--- config.mk ---
export PLATFORM = sky130hd
export DESIGN_NAME = mips_avalon_multiport_bridge
export DESIGN_NICKNAME = d
export VERILOG_FILES = /design/src/rtl/mips_bus_pkg.sv /design/src/rtl/mips_bus_arbiter.sv /design/src/rtl/mips_avalon_multiport_bridge.sv
export SDC_FILE = /design/constraint.sdc
export NUM_CORES = 1
export LEC_CHECK = 0
export CORE_ASPECT_RATIO = 0.9
export CORE_MARGIN = 5
export CORE_UTILIZATION = 42
export CTS_CLUSTER_DIAMETER = 50
export DETAILED_ROUTE_END_ITERATION = 12
export GPL_ROUTABILITY_DRIVEN = 0
export PLACE_DENSITY = 0.86
export SYNTH_ARGS = -nofsm -noshare
export SYNTH_HDL_FRONTEND = slang
export SYNTH_HIERARCHICAL = 1
export SYNTH_SLANG_ARGS = --single-unit
--- constraint.sdc ---
create_clock -name clk -period 5.2 [get_ports clk]
set_input_delay 1.3 -clock clk [delete_from_list [all_inputs] [get_ports clk]]
set_output_delay 1.3 -clock clk [all_outputs]
set_load 0.02 [all_outputs]
--- src/rtl/mips_bus_pkg.sv ---
// Shared types for the MIPS multi-port Avalon bridge: FSM states, port index width, bus command.
// Command fields are sized for the default bus; the bridge casts to its own parameter widths.
package mips_bus_pkg;

  localparam int BUS_ADDR_W  = 32;
  localparam int BUS_DATA_W  = 32;
  localparam int BUS_BE_W    = BUS_DATA_W / 8;
  localparam int DEF_N_PORTS = 2;

  typedef enum logic {IDLE, BUS} bridge_state_t;

  function automatic int port_idx_w(input int n);
    return (n > 1) ? $clog2(n) : 1;
  endfunction

  typedef logic [port_idx_w(DEF_N_PORTS)-1:0] port_idx_t;

  typedef struct packed {
    logic [BUS_ADDR_W-1:0] addr;
    logic                  rd;
    logic                  wr;
    logic [BUS_BE_W-1:0]   be;
    logic [BUS_DATA_W-1:0] wdata;
  } avl_cmd_t;

endpackage

--- src/rtl/mips_bus_arbiter.sv ---
// Combinational grant over pending ports. MIPS_BUS_RR_ARB_EN selects round-robin with a
// start pointer register; otherwise fixed priority, lowest index first.
module mips_bus_arbiter #(
  parameter int N_PORTS = 2,
  parameter int IDX_W   = 1
) (
`ifdef MIPS_BUS_RR_ARB_EN
  input  logic             clk,
  input  logic             reset,
  input  logic             upd,
  input  logic [IDX_W-1:0] upd_idx,
`endif
  input  logic [N_PORTS-1:0] req,
  output logic               gnt_vld,
  output logic [IDX_W-1:0]   gnt_idx
);

`ifdef MIPS_BUS_RR_ARB_EN
  // ptr_q is where the next search starts: one past the last completed port.
  logic [IDX_W-1:0] ptr_q;

  always_ff @(posedge clk) begin
    if (reset) begin
      ptr_q <= '0;
    end else if (upd) begin
      ptr_q <= (upd_idx == IDX_W'(N_PORTS - 1)) ? '0 : upd_idx + 1'b1;
    end
  end

  // First loop is the wrap-around fallback; second overrides with the lowest port at or after ptr.
  always_comb begin
    gnt_vld = 1'b0;
    gnt_idx = '0;
    for (int i = N_PORTS - 1; i >= 0; i--) begin
      if (req[i]) begin
        gnt_vld = 1'b1;
        gnt_idx = IDX_W'(i);
      end
    end
    for (int i = N_PORTS - 1; i >= 0; i--) begin
      if (req[i] && (IDX_W'(i) >= ptr_q)) begin
        gnt_idx = IDX_W'(i);
      end
    end
  end
`else
  always_comb begin
    gnt_vld = 1'b0;
    gnt_idx = '0;
    for (int i = N_PORTS - 1; i >= 0; i--) begin
      if (req[i]) begin
        gnt_vld = 1'b1;
        gnt_idx = IDX_W'(i);
      end
    end
  end
`endif

endmodule

--- src/rtl/mips_avalon_multiport_bridge.sv ---
// Serialises N_PORTS stallable MIPS memory ports onto one Avalon-MM master; advance stalls the core.
// Arbitration is round-robin when MIPS_BUS_RR_ARB_EN is defined, fixed lowest-index priority otherwise.
module mips_avalon_multiport_bridge
  import mips_bus_pkg::*;
#(
  parameter int N_PORTS = 2,
  parameter int ADDR_W  = BUS_ADDR_W,
  parameter int DATA_W  = BUS_DATA_W
) (
  input  logic                          clk,
  input  logic                          reset,
  input  logic [N_PORTS-1:0]            req_valid,
  input  logic [N_PORTS-1:0]            req_write,
  input  logic [N_PORTS*ADDR_W-1:0]     req_addr,
  input  logic [N_PORTS*DATA_W-1:0]     req_wdata,
  input  logic [N_PORTS*(DATA_W/8)-1:0] req_be,
  output logic [N_PORTS*DATA_W-1:0]     rsp_rdata,
  output logic [N_PORTS-1:0]            rsp_done,
  output logic                          advance,
  output logic [ADDR_W-1:0]             address,
  output logic                          read,
  output logic                          write,
  output logic [DATA_W/8-1:0]           byteenable,
  output logic [DATA_W-1:0]             writedata,
  input  logic                          waitrequest,
  input  logic [DATA_W-1:0]             readdata
);

  localparam int                BE_W       = DATA_W / 8;
  localparam int                IDX_W      = port_idx_w(N_PORTS);
  localparam logic [ADDR_W-1:0] ALIGN_MASK = ADDR_W'(BE_W - 1);

  logic [ADDR_W-1:0] p_addr  [N_PORTS];
  logic [DATA_W-1:0] p_wdata [N_PORTS];
  logic [BE_W-1:0]   p_be    [N_PORTS];

  for (genvar i = 0; i < N_PORTS; i++) begin : g_unpack
    assign p_addr[i]  = req_addr[i*ADDR_W +: ADDR_W];
    assign p_wdata[i] = req_wdata[i*DATA_W +: DATA_W];
    assign p_be[i]    = req_be[i*BE_W +: BE_W];
  end

  bridge_state_t                    state_q, state_d;
  avl_cmd_t                         cmd_q, cmd_d;
  logic [IDX_W-1:0]                 g_q, g_d;
  logic [N_PORTS-1:0]               done_q, done_set;
  logic [N_PORTS-1:0][DATA_W-1:0]   hold_q;
  logic [N_PORTS-1:0]               served;
  logic                             completing;
  logic                             gnt_vld;
  logic [IDX_W-1:0]                 gnt_idx;

  mips_bus_arbiter #(
    .N_PORTS (N_PORTS),
    .IDX_W   (IDX_W)
  ) u_arb (
`ifdef MIPS_BUS_RR_ARB_EN
    .clk     (clk),
    .reset   (reset),
    .upd     (|done_set),
    .upd_idx (g_d),
`endif
    .req     (req_valid & ~done_q),
    .gnt_vld (gnt_vld),
    .gnt_idx (gnt_idx)
  );

  assign completing = (state_q == BUS) && !waitrequest;

  always_comb begin
    state_d  = state_q;
    cmd_d    = cmd_q;
    g_d      = g_q;
    done_set = '0;
    case (state_q)
      IDLE: begin
        if (gnt_vld) begin
          g_d = gnt_idx;
          // A write with no enabled bytes has nothing to put on the bus.
          if (req_write[gnt_idx] && (p_be[gnt_idx] == '0)) begin
            done_set[gnt_idx] = 1'b1;
          end else begin
            cmd_d.addr  = BUS_ADDR_W'(p_addr[gnt_idx] & ~ALIGN_MASK);
            cmd_d.rd    = !req_write[gnt_idx];
            cmd_d.wr    = req_write[gnt_idx];
            cmd_d.be    = req_write[gnt_idx] ? BUS_BE_W'(p_be[gnt_idx]) : '1;
            cmd_d.wdata = req_write[gnt_idx] ? BUS_DATA_W'(p_wdata[gnt_idx]) : '0;
            state_d     = BUS;
          end
        end
      end
      BUS: begin
        if (!waitrequest) begin
          done_set[g_q] = 1'b1;
          cmd_d.rd      = 1'b0;
          cmd_d.wr      = 1'b0;
          state_d       = IDLE;
        end
      end
      default: state_d = IDLE;
    endcase
  end

  always_ff @(posedge clk) begin
    if (reset) begin
      state_q <= IDLE;
      cmd_q   <= '0;
      g_q     <= '0;
      done_q  <= '0;
      hold_q  <= '0;
    end else begin
      state_q <= state_d;
      cmd_q   <= cmd_d;
      g_q     <= g_d;
      done_q  <= advance ? '0 : (done_q | done_set);
      if (completing && cmd_q.rd) begin
        hold_q[g_q] <= readdata;
      end
    end
  end

  // The completing read bypasses the hold register so the core sees data in the same step.
  for (genvar i = 0; i < N_PORTS; i++) begin : g_port
    assign served[i] = !req_valid[i] || done_q[i] || (completing && (g_q == IDX_W'(i)));
    assign rsp_rdata[i*DATA_W +: DATA_W] =
      (completing && cmd_q.rd && (g_q == IDX_W'(i))) ? readdata : hold_q[i];
  end

  assign advance    = &served;
  assign rsp_done   = req_valid & served;
  assign address    = ADDR_W'(cmd_q.addr);
  assign read       = cmd_q.rd;
  assign write      = cmd_q.wr;
  assign byteenable = BE_W'(cmd_q.be);
  assign writedata  = DATA_W'(cmd_q.wdata);

endmodule

# Word level (Yosys, flattened, before mapping)
# Index checks and enable logic that the tools add are counted.
# op_classes
n_lt_le_gt_ge	5
n_eq_ne	3
muxes	37
bitwise_logic	8
n_reduce_logical	23
# ops
op	n
$mux W32	10
$mux W38	2
$bwmux W64	1
$demux W32 S1	1
$mux W4	4
$mux W1	10
$logic_and A1 B1 Y1	9
$mux W2	4
$pmux W2 S2	2
$ne A2 B2 Y1 const B	3
$reduce_and A3 Y1	2
$and A2 B2 Y2	2
$logic_not A1 Y1	4
$logic_not A4 Y1	1
$logic_or A1 B1 Y1	4
$lt A1 B2 Y1 const B	2
$reduce_and A2 Y1	2
$not A1 Y1	3
$demux W1 S1	2
$ge A1 B1 Y1 const B	2
$ge A2 B2 Y1 const B	1
$not A1 Y2	1
$not A2 Y2	1
$or A2 B2 Y2	1
other kinds (2)	2
# word_totals
register_bits	136
output_inout_bits	137
wordCells	86

# Longest topological paths before layout
# logic_depth
word_depth	14
mapped_depth	10

# Hierarchy
# Netlist, hierarchy kept.
# modules_own_cells
mod	n_inst	cells_per_inst	area_per_inst_um2	seq_area_each_um2
mips_avalon_multiport_bridge	1	519	5679.2	2722.6
mips_bus_arbiter	1	2	15.0	0.0

# Worst setup path before layout
# OpenSTA, ideal clock, no wires.
# synth_path
kind	in2out
from	in waitrequest
to	out rsp_rdata[0]
arrival_ps	2343
t_required_ps	3900
slack_ps	1557
cell_stages	5
cell_sequence	nor3b_2 -> and2_1 -> buf_2 -> buf_4 -> mux2_1
# synth_via
elab_chain_len	5
# synth_lines
element	line	source
start, declared	mips_avalon_multiport_bridge.sv:25	input logic waitrequest,
$logic_not A1 Y1	n/a	
$logic_and A1 B1 Y1	mips_avalon_multiport_bridge.sv:68	assign completing = (state_q == BUS) && !waitrequest;
$logic_and A1 B1 Y1 (2 in series)	mips_avalon_multiport_bridge.sv:126	(completing && cmd_q.rd && (g_q == IDX_W'(i))) ? readdata : hold_q[i];
$mux W32	mips_avalon_multiport_bridge.sv:126	
end, declared	mips_avalon_multiport_bridge.sv:17	output logic [N_PORTS*DATA_W-1:0] rsp_rdata,
# No other way between the ends.

# Worst setup path after layout
# layout_path
from	in waitrequest
to	out rsp_rdata[24]
# The elaborated chain is that of the path after synthesis.

==> run metrics <==
status completed; CTS root buf clkbuf_16; dpl cell area 8820 um^2; worst-path fanout max 32; post-CTS setup buffers 0; Worst Max-Slew Pin Slew approximately 1100 ps; Antenna Nets Post-Route 0; Seq/Total Area, Yosys 47.8%; Final Hold Viols 0; Area contributors post-synth dfxtp_1 (48%), mux2i_1 (11%), mux2_1 (8.7%); R2R Setup Slk 2450 ps; FILL cells around 940; Pleak 3.62 nW; DRT Wirelength roughly 17000 um; diode count 0; CTS tree yes; CORE AREA 13300 um^2; Die ar. between 15000 and 20000 um^2; Slew Limit Fails 0; Routed wire per std cell between 15 and 20 um; Die Y 120 um; io pins 312; Crit Path Class input port to output port; Critical Path AT 3430 ps; first-pass GRT wire length 27500 um; Post-Syn Instances 521; first-iteration detailed-routing DRC count between 150 and 200; Layout area overhead 64.6%; Post-synth ARST share 0%; minimum clock period between 4000 and 5000 ps; Worst Hold Class flip-flop to flip-flop; crit path capture type output port; Post-CTS Hold Buffers 0; vias in the first global route 5321; GRT Util Overall 21.7%; Synth top area share 47.8%; FF+latch count, synth 136; Num CTS Buffers 17; Setup Viol. Count Final 0; Post-DP HPWL 13300 um; Vias 4995; distinct cell type count after synthesis 33; die width 133 um; GR Overflow Total 0; total power 0.00277 W; FMAX about 0.21 GHz; max cap viols 0; fin util 70.4%; maximum vdd drop 0.201 mV; DRC 0; unrepaired setup endpoints after global routing false; Fin Clk Skew around 7.2 ps; leading area contributor after synthesis dfxtp_1; ys flop type dfxtp_1; CTS resizes 0; fin crit share 91.0%; CTS H-tree lvls 4; Final nets slightly below 1k; Std-Cell Rows 40; Post-synth EDFFs 0; via/cell ratio roughly 5; PortBufs 305; Avg Cell Area, Syn 10.9 um^2; startpoint class of the critical path input port; deepest clock path buffer count 2; Pre-antenna DRT Iters 4; Worst-Skew Late Latency 410 ps; clock transition at the registers of the reported paths 60 ps; slew margin rel. 26.4%; fraction of layout cells with a size suffix above 1 7.90%; Final Instance Area 9380 um^2; hold_ws 466 ps; Post-Syn Area 5690 um^2; worst path required time 3900 ps; Fin Setup TNS 0 ps; initial core utilization a little over two fifths; initial antenna violation count 0; pin count of the biggest net entering global routing 78; CTS Sinks between 100 and 150; Yosys warnings 6; pwr dens 296 nW/um^2
[cell usage after synthesis, drive strengths merged (3+ instances only)]
cell type	n
dfxtp	136
nor2b	69
mux2	65
mux2i	65
nor2	38
o2bb2ai	32
a211oi	30
buf	29
clkbuf	13
a21oi	8
nand2	5
nand3	5
nand2b	4
a311oi	3
o21ai	3
[metal layers]
metal | track usage, % | part of all wire, % | routed length [um] | vias up
met1 | 23.2 | 38 | 6610 | 2339
li1 | - | - | - | 2427
met5 | 0 | 0 | 0 | -
met4 | 5.84 | 1.4 | 245 | 0
met3 | 9.48 | 9.1 | 1580 | 23
met2 | 39.0 | 51 | 8920 | 206
[area by class of cell]
type                            count  area [um^2]  area share (%)
Timing Repair Buffer              311         3120            33.3
Multi-Input combinational cell    343         2760            29.4
Sequential cell                   136         2720            29.0
Clock buffer                       20          457            4.87
Tap cell                          168          210            2.24
Clock inverter                     12          101            1.08
Inverter                            1         3.75          0.0400
[worst max-delay path, cell delays in order]
cell	delay, ps
clkdlybuf4s50_1	470
nor3b_2	250
and2_1	210
buf_12	220
mux2_1	400
clkdlybuf4s50_1	550
[metrics by stage]
stage,setup WS (ps),std cells
floorplan,1560,522
finish,470,991
CTS,443,991
detailed placement,456,959
global route,360,991
global placement,517,959
[cells by family after synthesis]
logic type	count (synthesis)	synth area share [%]
DFF	136	47.8
AOI/OAI and AO/OA	81	11.1
muxes	130	24.3
buffers and inverters	43	4.04
and+or+nand+nor	130	12.7
other	1	0.0659
[registers in the layout (all words and copies together) (netlist names)]
| register | cells |
|---|---|
| writedata | 32 |
| state_q | 1 |
| g_q | 1 |
| done_q | 2 |
| byteenable | 4 |
| read | 1 |
| address | 30 |
| hold_q | 64 |
| write | 1 |
[power by group]
part	internal, W	switching (W)
Sequential	0.00110	0.0000299
Combinational	0.000281	0.000244
Clock	0.000679	0.000443
[layout by cell type (no fill, tap or decap), types with 2 or more instances in the layout]
cell type,instances
clkbuf_8,2
mux2_2,21
a311oi_1,3
mux2i_1,65
nor4_2,2
nand2_1,5
buf_4,5
nor2b_1,69
mux2_1,44
a211oi_1,30
clkdlybuf4s50_1,304
buf_12,2
conb_1,2
nand2b_1,4
dfxtp_1,136
o2bb2ai_1,32
clkbuf_16,17
a21oi_1,8
nor2_1,37
clkinv_2,5
nand3_1,5
clkinvlp_4,5
o21ai_0,3
and2_1,2
[final timing paths]
kind / from / end / depth (start not counted)
worst max-delay path: waitrequest / rsp_rdata[24] / 6
worst min-delay path: writedata[11] / writedata[11] / 1
worst max register to register: done_q[0] / writedata[17] / 7
worst min register to register: writedata[11] / writedata[11] / 1
(Power assumes the default switching activity.)
